### src/rtl/uart_pack_pkg.sv
// -----------------------------------------------------------------------------
// uart_pack_pkg
// Shared types and defaults for the UART frame packer.
//   state_t             : packer FSM states (IDLE, SYNC, DATA)
//   SYNC0_DEFAULT       : first start-marker byte
//   SYNC1_DEFAULT       : second start-marker byte
//   FRAME_WORDS_DEFAULT : words per frame (640x480 pixels)
//   cnt_width()         : counter width for a modulus, never below 1 bit
// -----------------------------------------------------------------------------
package uart_pack_pkg;

  typedef enum logic [1:0] {
    IDLE = 2'd0,
    SYNC = 2'd1,
    DATA = 2'd2
  } state_t;

  localparam logic [7:0] SYNC0_DEFAULT       = 8'hA5;
  localparam logic [7:0] SYNC1_DEFAULT       = 8'h5A;
  localparam int         FRAME_WORDS_DEFAULT = 307200;

  // $clog2(1) is 0, which would produce a zero-width counter.
  function automatic int cnt_width(input int modulus);
    return (modulus > 1) ? $clog2(modulus) : 1;
  endfunction

endpackage

### src/rtl/rx_idle_timer.sv
// -----------------------------------------------------------------------------
// rx_idle_timer
// Counts consecutive enabled cycles and flags the cycle in which the count
// has reached LIMIT-1 while still enabled. The counter restarts from zero on
// clear or on expiry.
// Ports:
//   clk    in  1  rising-edge clock
//   rst    in  1  synchronous, active-high reset
//   clear  in  1  restart the count (priority over en)
//   en     in  1  count this cycle
//   expire out 1  one-cycle, combinational: en high with count at LIMIT-1
// -----------------------------------------------------------------------------
module rx_idle_timer
  import uart_pack_pkg::*;
#(
  parameter int LIMIT = 25000
) (
  input  logic clk,
  input  logic rst,
  input  logic clear,
  input  logic en,
  output logic expire
);

  localparam int            CW   = cnt_width(LIMIT);
  localparam logic [CW-1:0] LAST = CW'(LIMIT - 1);

  logic [CW-1:0] idle_cnt;

  // Combinational so the owner can register its abort in the same edge that
  // the count would otherwise step past LIMIT-1.
  assign expire = en && (idle_cnt == LAST);

  always_ff @(posedge clk) begin
    if (rst || clear || expire) begin
      idle_cnt <= '0;
    end else if (en) begin
      idle_cnt <= idle_cnt + 1'b1;
    end
  end

endmodule

### src/rtl/uart_frame_packer.sv
// -----------------------------------------------------------------------------
// uart_frame_packer
// Hunts the two-byte start marker in the UART byte stream, packs the following
// payload bytes MSB-first into FIFO_WR_WIDTH-bit words and writes exactly
// FRAME_WORDS words to the write FIFO, then pulses frame_done and resumes the
// marker hunt. Words issued while the FIFO is full are dropped, but still
// counted, so frame length stays fixed; the drop sets the sticky overflow flag.
//
// Optional feature, macro UART_PACK_TIMEOUT_EN:
//   defined   -> TIMEOUT_CYC silent cycles in DATA abort the frame (frame_err)
//   undefined -> DATA waits indefinitely; frame_err is constant 0
//
// Ports:
//   clk          in  1              rising-edge clock, FIFO write domain
//   rst          in  1              synchronous, active-high reset
//   rx_data      in  8              received UART byte
//   rx_valid     in  1              rx_data valid strobe
//   fifo_full    in  1              write FIFO full
//   fifo_wr_data out FIFO_WR_WIDTH  packed word
//   fifo_wr_en   out 1              one-cycle write strobe
//   frame_done   out 1              pulse with the last word of a frame
//   frame_err    out 1              pulse when a frame is aborted by timeout
//   overflow     out 1              sticky: a word was dropped on fifo_full
//   busy         out 1              state is not IDLE
// -----------------------------------------------------------------------------
module uart_frame_packer
  import uart_pack_pkg::*;
#(
  parameter int         FIFO_WR_WIDTH = 32,
  parameter int         FIFO_WR_BYTE  = 4,
  parameter int         FRAME_WORDS   = FRAME_WORDS_DEFAULT,
  parameter int         TIMEOUT_CYC   = 25000,
  parameter logic [7:0] SYNC0         = SYNC0_DEFAULT,
  parameter logic [7:0] SYNC1         = SYNC1_DEFAULT
) (
  input  logic                     clk,
  input  logic                     rst,
  input  logic [7:0]               rx_data,
  input  logic                     rx_valid,
  input  logic                     fifo_full,
  output logic [FIFO_WR_WIDTH-1:0] fifo_wr_data,
  output logic                     fifo_wr_en,
  output logic                     frame_done,
  output logic                     frame_err,
  output logic                     overflow,
  output logic                     busy
);

  localparam int             BCW       = cnt_width(FIFO_WR_BYTE);
  localparam int             WCW       = cnt_width(FRAME_WORDS);
  localparam logic [BCW-1:0] LAST_BYTE = BCW'(FIFO_WR_BYTE - 1);
  localparam logic [WCW-1:0] LAST_WORD = WCW'(FRAME_WORDS - 1);

  state_t                   state_q;
  state_t                   state_d;
  logic [BCW-1:0]           byte_cnt;
  logic [WCW-1:0]           word_cnt;
  logic [FIFO_WR_WIDTH-1:0] shift_q;
  logic [FIFO_WR_WIDTH-1:0] word_next;
  logic                     take_byte;
  logic                     word_issue;
  logic                     frame_last;
  logic                     timeout_expire;

  // ---------------------------------------------------------------------------
  // Stalled-link abort
  // ---------------------------------------------------------------------------
`ifdef UART_PACK_TIMEOUT_EN
  logic timer_clear;
  logic timer_en;

  // Any byte restarts the silence count, so a byte landing in the expiry
  // cycle keeps the frame alive.
  assign timer_en    = (state_q == DATA) && !rx_valid;
  assign timer_clear = (state_q != DATA) || rx_valid;

  rx_idle_timer #(
    .LIMIT (TIMEOUT_CYC)
  ) u_idle_timer (
    .clk    (clk),
    .rst    (rst),
    .clear  (timer_clear),
    .en     (timer_en),
    .expire (timeout_expire)
  );
`else
  logic unused_timeout_cfg;

  assign timeout_expire     = 1'b0;
  assign unused_timeout_cfg = (TIMEOUT_CYC != 0);
`endif

  // ---------------------------------------------------------------------------
  // Next-state and datapath decode
  // ---------------------------------------------------------------------------
  // NOTE: every always_comb output gets a default before any branch so no
  // path leaves it unassigned, which would infer a latch.
  always_comb begin
    state_d    = state_q;
    take_byte  = (state_q == DATA) && rx_valid;
    word_issue = take_byte && (byte_cnt == LAST_BYTE);
    frame_last = word_issue && (word_cnt == LAST_WORD);
    // Earlier bytes move toward the MSB, so the first byte of a word ends up
    // in the top byte lane once the word is complete.
    word_next  = (shift_q << 8) | FIFO_WR_WIDTH'(rx_data);

    unique case (state_q)
      IDLE: begin
        if (rx_valid && (rx_data == SYNC0)) state_d = SYNC;
      end
      SYNC: begin
        // A repeated SYNC0 may itself be the start of the real marker.
        if (rx_valid) begin
          if (rx_data == SYNC1)      state_d = DATA;
          else if (rx_data != SYNC0) state_d = IDLE;
        end
      end
      DATA: begin
        // frame_last needs rx_valid and the timeout needs its absence, so
        // frame_done and frame_err can never fire together.
        if (frame_last || timeout_expire) state_d = IDLE;
      end
      default: state_d = IDLE;
    endcase
  end

  // ---------------------------------------------------------------------------
  // Registers
  // ---------------------------------------------------------------------------
  // NOTE: sequential state uses non-blocking assignments so every register
  // samples pre-edge values regardless of statement order.
  always_ff @(posedge clk) begin
    if (rst) begin
      state_q      <= IDLE;
      byte_cnt     <= '0;
      word_cnt     <= '0;
      // NOTE: the byte shifter is cleared too, so a reset mid-word cannot leak
      // stale payload into the first word of the next frame.
      shift_q      <= '0;
      fifo_wr_data <= '0;
      fifo_wr_en   <= 1'b0;
      frame_done   <= 1'b0;
      frame_err    <= 1'b0;
      overflow     <= 1'b0;
      busy         <= 1'b0;
    end else begin
      state_q    <= state_d;
      busy       <= (state_d != IDLE);
      fifo_wr_en <= 1'b0;
      frame_done <= 1'b0;
      frame_err  <= timeout_expire;

      if (take_byte) begin
        shift_q  <= word_next;
        byte_cnt <= word_issue ? '0 : byte_cnt + 1'b1;

        if (word_issue) begin
          // Dropped words still advance word_cnt to keep the frame length.
          word_cnt   <= frame_last ? '0 : word_cnt + 1'b1;
          frame_done <= frame_last;
          if (fifo_full) begin
            overflow <= 1'b1;
          end else begin
            fifo_wr_en   <= 1'b1;
            fifo_wr_data <= word_next;
          end
        end
      end else if (timeout_expire) begin
        // Discard the partial word so the next frame starts word-aligned.
        shift_q  <= '0;
        byte_cnt <= '0;
        word_cnt <= '0;
      end
    end
  end

endmodule

### config.mk
export PLATFORM = sky130hd
export DESIGN_NAME = uart_frame_packer
export DESIGN_NICKNAME = d
export VERILOG_FILES = /design/src/rtl/uart_pack_pkg.sv /design/src/rtl/rx_idle_timer.sv /design/src/rtl/uart_frame_packer.sv
export SDC_FILE = /design/constraint.sdc
export NUM_CORES = 1
export LEC_CHECK = 0
export CORE_MARGIN = 2
export CORE_UTILIZATION = 50
export CTS_CLUSTER_DIAMETER = 50
export CTS_CLUSTER_SIZE = 10
export DETAILED_ROUTE_END_ITERATION = 7
export DONT_BUFFER_PORTS = 1
export PLACE_DENSITY = 0.65
export SYNTH_ARGS = -nofsm -noshare
export SYNTH_HDL_FRONTEND = slang
export SYNTH_SLANG_ARGS = --single-unit
### constraint.sdc
create_clock -name clk -period 2.95 [get_ports clk]
set_clock_uncertainty 0.05 [all_clocks]
set_input_delay 0.59 -clock clk [delete_from_list [all_inputs] [get_ports clk]]
set_output_delay 0.59 -clock clk [all_outputs]
set_load 0.02 [all_outputs]
# Yosys cells after proc, flatten, opt, wreduce, memory -nomap -nowiden
# Cells that the tools add are included.
# Widths: inputs -> output; s select.
# totals
reg_bits,83
in_bits,12
output_inout_bits,37
wordCells,41
# op_classes
add_sub_neg,2
eq_ne,7
muxes,9
bitwise,4
n_reduce_logical,10
# op_table
operator,n
$or 32x8->32,1
$add 19x1->19 const B,1
$eq 19x19->1 const B,1
$mux 19,1
$mux 2,6
$eq 8x7->1 const B,1
$eq 8x8->1 const B,1
$ne 8x8->1 const B,1
$pmux 2 s3,1
$reduce_and 3->1,2
$eq 2x2->1 const B,2
$logic_and 1x1->1,4
$not 1->1,3
$reduce_or 3->1,1
$add 2x1->2 const B,1
$eq 2x1->1 const B,1
$logic_not 2->1,1
$reduce_and 2->1,1
$reduce_bool 2->1,1
$mux 1,1

# Longest topological paths before layout
# Gate-level depths: netlist (run 1).
# depth
depth_word,7
depth_mapped,7
depth_no_buf,5

# Worst setup path before layout (run 1)
# No wires, ideal clock.
# synth_path
path_kind,input-to-reg
startpoint,input port rx_valid
endpoint,register word_cnt[18]
setup_time_ps,70
arrival_ps,1855
path_slack_ps,976
path_stages,5
path_cell_list,nand4b_2 > or4_4 > buf_6 > or3_1 > a21oi_1
# synth_via
elab_chain_cells,4
# synth_rtl
element,line,text
"start, declared",uart_frame_packer.sv:39,"input logic rx_valid,"
$logic_and 1x1->1 *,uart_frame_packer.sv:100,take_byte = (state_q == DATA) && rx_valid;
$logic_and 1x1->1,uart_frame_packer.sv:101,word_issue = take_byte && (byte_cnt == LAST_BYTE);
$logic_and 1x1->1,uart_frame_packer.sv:102,frame_last = word_issue && (word_cnt == LAST_WORD);
$mux 19,uart_frame_packer.sv:159,word_cnt <= frame_last ? '0 : word_cnt + 1'b1;
"end signal, assigned",uart_frame_packer.sv:159,
"end, declared",uart_frame_packer.sv:57,logic [WCW-1:0] word_cnt;
# Every way passes the cells marked *; elsewhere a longest branch is shown, timed or not.
# A chain may end at the register's enable or synchronous reset.

# Worst setup path in the final report (run 1)
# layout_path
startpoint,register byte_cnt[0]
endpoint,register word_cnt[8]
# layout_via
elab_chain_cells,4
# layout_rtl
element,line,text
"start, declared",uart_frame_packer.sv:56,logic [BCW-1:0] byte_cnt;
"start signal, assigned",uart_frame_packer.sv:155,byte_cnt <= word_issue ? '0 : byte_cnt + 1'b1;
$eq 2x2->1 *,uart_frame_packer.sv:101,
$logic_and 1x1->1 *,uart_frame_packer.sv:101,
$logic_and 1x1->1,uart_frame_packer.sv:102,
$mux 19,uart_frame_packer.sv:159,
# Marks and branches as above.

==> results.yml, run 1 <==
status:
  status: "finished clean"
critical_path:
  path_max_fanout: 14
  path_class: "reg2reg"
  crit_required_ns: 3.15
  critPathArrivalTime_ns: 2.45
  r2r_cells: 7
  rrSetupSlack_ns: 0.70
  start_kind: "flip-flop"
  endpoint_kind: "flip-flop"
  r2r_end: "word_cnt[8]"
  r2r_start: "byte_cnt[0]"
synth:
  synth_largest_area_cell: "dfxtp_1"
  synth_edf_count: 0
  yosysWarnings: 0
  synth_area_sq_um: 3170
  synth_fp_nets: 401
  synth_cells: 387
  synthFlopType: "dfxtp_1"
  ys_ff_latch: 83
  synth_top_area_share_pct: 52.4
  netlist_top_cells_area: "dfxtp_1 52%, nand2_1 14%, a21oi_1 10%"
  async_reset_ff_share_pct: 0
  yosysSeqAreaShare_pct: 52.4
  synth_cell_types: 39
  synth_area_per_cell_sq_um: 8.19
power_and_ir_drop:
  peakVddDrop_mv: 0.281
  p_per_area_nw_per_um2: 599
  leakage_nw: 1.10
drt:
  post_drt_via_cell_ratio: 5.44
  ant_nets: 0
  num_vias: 2517
  drtIter0Drc: 153
  wl_mm: 6.56
  first_pass_iters: 4
  remaining_drc_errors: 0
  post_drt_wl_per_cell_microns: 14.2
grt:
  grt_max_degree: 74
  grt_pass1_wl_mm: 11.2
  grt_pass1_vias: 2416
  grt_remaining_overflow: 0
  grtUsageTotal_pct: 19.7
  antenna_found_initial: 0
placed_design:
  routabilityCongestion: 0.812
  port_buffers: 0
  post-place-ws_ns: 0.680
  place_hpwl_mm: 4.16
die:
  die_h_microns: 83.6
  row_count: 29
  die_w_microns: 83.6
  start_util_pct: 50.8
  core_area_sq_um: 6240
  die_area_sq_um: 6990
  boundaryPins: 49
clock_tree:
  clkSlewWorstSetupHoldPaths_ns: 0.09
  cts_tree: "done"
  cts.sinks: 83
  clockBufferDepth: 2
  cts_max_level: 3
  clkLatencyLatePin_ns: 0.36
  postCtsSetupBuffers: 0
  cts-buffers-inserted: 9
  postCtsHoldBufs: 0
  ctsResizeCount: 0
  root_buffer: "clkbuf_8"
timing:
  maxSlewViolCount: 0
  rsz0062_at_grt: "false"
  hold_viol: 0
  setup_violations: 0
  timing.final.crit_share_pct: 76.2
  fmax_mhz: 445
  setup_tns_ns: 0
  min_period_ns: 2.25
  worst_pin_slew_ns: 0.750
  maxSlewHeadroom_pct: 49.8
  finalWorstSetupSlack_ns: 0.703
final_layout:
  nNetsFinal: 395
  syn_to_final_growth_pct: 8.84
  drive_gt1_share_pct: 6.99
  fill_cells: 603
  antennaDiodeCount: 0
flow_run:
  max-cap-violations: 0
hold_path:
  hold_depth: 1
  hold_class: "in2reg"
  holdCritStartpoint: "rst"
  whs_endpoint: "fifo_wr_data[31]"
==> worst max-delay path by stage <==
stage	start	end	cells past startpoint
floorplan	rx_valid	word_cnt[18]	5
global placement	rx_valid	word_cnt[9]	6
detailed placement	rx_valid	word_cnt[8]	6
CTS	byte_cnt[0]	word_cnt[11]	7
global route	byte_cnt[0]	word_cnt[11]	7
finish	byte_cnt[0]	word_cnt[8]	7
==> Yosys cell counts, drive strengths merged, types with 2 or more instances <==
cell type / n
nor4: 6
xnor2: 7
nand3: 6
nand3b: 2
nand4: 5
nand2: 119
or3: 3
nor3: 7
ha: 2
xor2: 3
nand2b: 2
nor4bb: 4
dfxtp: 83
nor2: 18
a21oi: 66
inv: 5
clkbuf: 19
buf: 4
a31oi: 2
o21ai: 7
mux2i: 3
and4b: 2
==> metrics by stage <==
step                      power [W]  cells  hold slack [ns]  area [sq um]  utilization (%)
after floorplan             0.00117    387            0.382          3170                -
after global placement      0.00115    447            0.388          3220             51.5
after detailed placement    0.00115    447            0.391          3220             51.5
after CTS                   0.00208    463            0.232          3450             55.3
after global routing        0.00212    463            0.222          3450             55.3
final                       0.00207    463            0.247          3450             55.3
==> state kept, by name, summed over array words and instances, names as in the netlist <==
name and cells:
fifo_wr_data 32, byte_cnt 2, shift_q 24, busy 1, frame_done 1, state_q 2, overflow 1, fifo_wr_en 1
word_cnt 19
==> kinds of logic (layout without fill, tap and decap cells) <==
| group | Yosys count | after routing | share of synthesized area [%] |
|---|---|---|---|
| fa+ha+maj | 2 | 2 | 0.789 |
| other cells | 1 | 1 | 0.118 |
| compound gates | 79 | 79 | 13.1 |
| simple gates | 181 | 181 | 26.2 |
| buf+inv | 28 | 27 | 3.71 |
| flops | 83 | 83 | 52.4 |
| mux | 3 | 3 | 0.947 |
| xor+xnor | 10 | 10 | 2.76 |
==> placed cells by master, fill, tap and decap left out, types with 3 or more instances in the layout <==
master    count
nand2_1     119
dfxtp_1      83
a21oi_1      66
nor2_1       17
clkbuf_8     10
xnor2_1       7
nor3_1        7
o21ai_0       7
nand3_1       6
buf_4         6
inv_1         5
nor4_1        5
nand4_1       4
nor4bb_1      4
xor2_1        3
or3_1         3
mux2i_1       3
clkinv_4      3
==> where the power goes <==
group	total (W)	switching, W	internal [W]
combinational	0.00000898	0.00000455	0.00000443
clock	0.000938	0.000428	0.000510
sequential	0.00112	0.0000000540	0.00112
==> metal layers <==
layer  track usage (%)  vias up  wire length, microns
li1                  -     1283                     -
met1              25.3     1169                  3140
met2              30.4       56                  2910
met3              6.92        9                   392
met4              8.06        0                   112
met5                 0        -                     0
==> final cells by class <==
type	instances	area [sq um]	share of cell area (%)
Tap cell	77	96.3	2.79
Sequential cell	83	1660	48.2
Clock inverter	6	97.6	2.83
Multi-Input combinational cell	276	1390	40.4
Inverter	5	18.8	0.544
Timing Repair Buffer	6	45.0	1.31
Clock buffer	10	138	3.99
==> worst max-delay path, stage by stage, from the launching register on <==
cell and delay, ns:
dfxtp_1 0.36, ha_1 0.21, nand4b_2 0.10, buf_4 0.20, or4_4 0.58, o21bai_1 0.35
buf_4 0.24, nor2_1 0.06
(Power assumes the default switching activity.)
==> run 2: changes to the inputs <==
==> constraint.sdc (replaced) <==
create_clock -name clk -period 2.24 [get_ports clk]
set_clock_uncertainty 0.05 [all_clocks]
set_input_delay 0.448 -clock clk [delete_from_list [all_inputs] [get_ports clk]]
set_output_delay 0.448 -clock clk [all_outputs]
set_load 0.02 [all_outputs]
==> results.yml, run 2 (synthesis gave the netlist of run 1 again) <==
status:
  status: "finished clean"
final_layout:
  syn_to_final_growth_pct: 7.42
  fin_cells: 464
  fin_area_sq_um: 3410
  final_cell_mix: "119 x nand2_1, 83 x dfxtp_1, 66 x a21oi_1"
  largest_reg_flops: 32
  top_regs: "fifo_wr_data (32), shift_q (24), word_cnt (19)"
  drive_gt1_share_pct: 7.24
  antennaDiodeCount: 0
  largest_register: "fifo_wr_data"
  nNetsFinal: 396
  layout_commonest_cell: "nand2_1"
timing:
  min_period_ns: 1.91
  setup_tns_ns: 0
  rsz0062_at_grt: "false"
  worst_pin_slew_ns: 0.507
  timing.final.crit_share_pct: 85.1
  setup_violations: 0
  maxSlewHeadroom_pct: 65.9
  maxSlewViolCount: 0
  fmax_mhz: 525
  hold_viol: 0
clock_tree:
  cts_tree: "done"
  cts_max_level: 3
  root_buffer: "clkbuf_8"
  cts.sinks: 83
  postCtsHoldBufs: 0
  clkLatencyLatePin_ns: 0.35
  cts-buffers-inserted: 9
  clkSlewWorstSetupHoldPaths_ns: 0.09
  postCtsSetupBuffers: 0
  clockBufferDepth: 2
  ctsResizeCount: 0
grt:
  grtUsageTotal_pct: 19.4
  grt_remaining_overflow: 0
  grt_max_degree: 74
  antenna_found_initial: 0
  grt_pass1_wl_mm: 10.9
  grt_pass1_vias: 2307
drt:
  post_drt_via_cell_ratio: 5.45
  ant_nets: 0
  post_drt_wl_per_cell_microns: 13.9
  first_pass_iters: 4
  num_vias: 2527
  remaining_drc_errors: 0
  wl_mm: 6.45
  drtIter0Drc: 110
flow_run:
  max-cap-violations: 0
die:
  die_area_sq_um: 6990
  die_h_microns: 83.6
  core_area_sq_um: 6240
  die_w_microns: 83.6
  start_util_pct: 50.8
  row_count: 29
  boundaryPins: 49
power_and_ir_drop:
  peakVddDrop_mv: 0.393
  p_per_area_nw_per_um2: 730
  leakage_nw: 1.08
critical_path:
  crit_required_ns: 2.47
  endpoint_kind: "flip-flop"
  path_max_fanout: 13
  start_kind: "flip-flop"
  path_class: "reg2reg"
  rrSetupSlack_ns: 0.33
  critPathArrivalTime_ns: 2.14
placed_design:
  dpl-instance-area_sq_um: 3220
  place_hpwl_mm: 4.21
  port_buffers: 0
  dpl.cell_count: 448
  routabilityCongestion: 0.829
hold_path:
  hold_class: "in2reg"
## run 2: changes by cell type in the layout (fill, tap and decap cells not counted)
cell | before | now
clkbuf_8 | 10 | 9
inv_6 | 0 | 3
bufinv_16 | 2 | 0
clkinvlp_4 | 0 | 1
buf_4 | 6 | 7
clkinv_4 | 3 | 1
clkinv_2 | 0 | 1
## run 2: power breakdown
part / total (W) / switching, W / internal, W
clock network: 0.00100 / 0.000579 / 0.000422
registers: 0.00147 / 0.0000000750 / 0.00147
logic: 0.0000131 / 0.00000621 / 0.00000691
## run 2: path summary, 6_finish.rpt
check | start | endpoint | depth (start not counted)
worst max-delay path | word_cnt[0] | word_cnt[14] | 5
worst min register to register | shift_q[19] | shift_q[19] | 2
worst min-delay path | rst | word_cnt[12] | 1
worst max register to register | word_cnt[0] | word_cnt[14] | 5
## run 2: layer usage
layer	up-vias	global-route usage (%)	share of wire [%]
li1	1293	-	-
met1	1157	25.0	47
met3	11	6.03	6.1
met2	66	29.7	45
met5	-	0	0
met4	0	8.65	2.0
## run 2: layout make-up
class | instances | area [sq um]
Fill cell | 596 | 2840
Sequential cell | 83 | 1660
Multi-Input combinational cell | 276 | 1390
Clock buffer | 9 | 124
Tap cell | 77 | 96.3
Clock inverter | 7 | 58.8
Timing Repair Buffer | 7 | 52.6
Inverter | 5 | 18.8
## run 2: stage by stage
stage	hold slack [ns]	util [%]	total power (W)	setup WS (ns)
floorplan	0.382	-	0.00154	0.333
global placement	0.388	51.6	0.00152	0.399
detailed placement	0.392	51.6	0.00152	0.345
CTS	0.0845	54.6	0.00252	0.321
global route	0.0815	54.6	0.00257	0.200
finish	0.106	54.6	0.00249	0.334
## run 2: critical path: stages (launching register included)
cell and delay [ns]:
dfxtp_1 0.38, ha_1 0.20, nand4_1 0.16, or4_4 0.53
or3_1 0.38, a21oi_1 0.14
==> run 3: changes to the inputs <==
--- a/config.mk
+++ b/config.mk
@@ -5,7 +5,8 @@
 export SDC_FILE = /design/constraint.sdc
 export NUM_CORES = 1
 export LEC_CHECK = 0
-export CORE_MARGIN = 2
+export CORE_ASPECT_RATIO = 1.25
+export CORE_MARGIN = 8
 export CORE_UTILIZATION = 50
 export CTS_CLUSTER_DIAMETER = 50
 export CTS_CLUSTER_SIZE = 10
==> results.yml, run 3 (synthesis gave the netlist of run 1 again) <==
die:
  start_util_pct: 51.4
  die_area_sq_um: 9160
  row_count: 32
  die_h_microns: 105
  core_area_sq_um: 6170
  die_w_microns: 87.2
  boundaryPins: 49
timing:
  setup_violations: 0
  fmax_mhz: 512
  hold_viol: 0
  rsz0062_at_grt: "false"
  maxSlewViolCount: 0
  min_period_ns: 1.95
  finalWorstSetupSlack_ns: 0.287
  timing.final.crit_share_pct: 87.2
  maxSlewHeadroom_pct: 65.8
  hold_slack_ns: 0.120
  setup_tns_ns: 0
  worst_pin_slew_ns: 0.509
clock_tree:
  postCtsHoldBufs: 0
  clockBufferDepth: 2
  postCtsSetupBuffers: 0
  clkLatencyLatePin_ns: 0.35
  root_buffer: "clkbuf_8"
  clkSlewWorstSetupHoldPaths_ns: 0.08
  cts.sinks: 83
  cts-buffers-inserted: 9
  ctsResizeCount: 0
  cts_max_level: 3
  cts_tree: "done"
drt:
  post_drt_wl_per_cell_microns: 14.7
  remaining_drc_errors: 0
  ant_nets: 0
  num_vias: 2553
  wl_mm: 6.97
  post_drt_via_cell_ratio: 5.39
  first_pass_iters: 4
  drtIter0Drc: 145
status:
  status: "finished clean"
grt:
  grtUsageTotal_pct: 15.9
  grt_pass1_vias: 2399
  grt_max_degree: 74
  grt_remaining_overflow: 0
  antenna_found_initial: 0
  grt_pass1_wl_mm: 11.6
critical_path:
  crit_start: "word_cnt[0]"
  start_kind: "flip-flop"
  r2r_start: "word_cnt[0]"
  endpoint_kind: "flip-flop"
  rrSetupSlack_ns: 0.29
  path_class: "reg2reg"
  crit_buf_inv: 1
  critPathArrivalTime_ns: 2.14
  path_max_fanout: 13
  crit_required_ns: 2.43
  r2r_cells: 6
  critPathSlowestCell: "or4_4"
  path_cells: "ha_1, nand4_1, or4_4, o21bai_1, buf_4, o21ai_0"
  r2r_end: "busy"
  cp_top_family: "simple AND/OR/NAND/NOR gates"
  max_stage_delay_ns: 0.53
flow_run:
  max-cap-violations: 0
power_and_ir_drop:
  leakage_nw: 1.11
  peakVddDrop_mv: 0.434
  p_per_area_nw_per_um2: 767
final_layout:
  layout_commonest_cell: "nand2_1"
  largest_reg_flops: 32
  nNetsFinal: 398
  top_regs: "fifo_wr_data (32), shift_q (24), word_cnt (19)"
  syn_to_final_growth_pct: 9.35
  largest_register: "fifo_wr_data"
  fill_cells: 636
  antennaDiodeCount: 0
  drive_gt1_share_pct: 7.20
  final_cell_mix: "119 x nand2_1, 83 x dfxtp_1, 66 x a21oi_1"
placed_design:
  place_hpwl_mm: 4.72
  port_buffers: 0
  routabilityCongestion: 0.847
  post-place-ws_ns: 0.275
hold_path:
  holdCritStartpoint: "rst"
  whs_endpoint: "fifo_wr_data[0]"
  hold_depth: 1
  hold_class: "in2reg"
## run 3: cell count changes in the layout (fill, tap and decap cells not counted)
cell and delta:
buf_4 +2, bufinv_16 +2, clkbuf_1 +2, clkbuf_8 +1, clkinvlp_4 -1, inv_6 -3
inv_8 -1
## run 3: worst max-delay path by stage
stage	slack (ns)	to	depth (start not counted)
2_1_floorplan	0.33	word_cnt[18]	6
3_3_place_gp	0.34	state_q[1]	6
3_5_place_dp	0.27	busy	6
4_1_cts	0.27	busy	6
5_1_grt	0.16	busy	5
6_report	0.29	busy	6
## run 3: final cells by class
class	count	area (sq um)	share of cell area, %
multi-input cells	276	1390	40.2
inverters	5	18.8	0.541
well taps	85	106	3.07
repair buffers	9	67.6	1.95
flip-flops and latches	83	1660	47.9
clock inverters	4	73.8	2.13
clock buffers	12	145	4.19
## run 3: metrics by stage
stage / util, % / power, W / instances / instance area [sq um]
after floorplan: - / 0.00154 / 387 / 3170
after global placement: 52.7 / 0.00152 / 458 / 3250
after detailed placement: 52.7 / 0.00152 / 458 / 3250
after CTS: 56.2 / 0.00269 / 474 / 3470
after global routing: 56.2 / 0.00275 / 474 / 3470
final: 56.2 / 0.00266 / 474 / 3470
## run 3: metal layers
metal	vias up	share of wire [%]	GRT usage, %
met5	-	0	0
met4	0	3.1	9.25
met2	60	46	24.7
li1	1288	-	-
met3	20	6.2	5.09
met1	1185	44	18.7
## run 3: power breakdown
group          switching, W  internal, W
combinational    0.00000609   0.00000581
clock              0.000514     0.000659
sequential     0.0000000772      0.00147
total              0.000521      0.00214
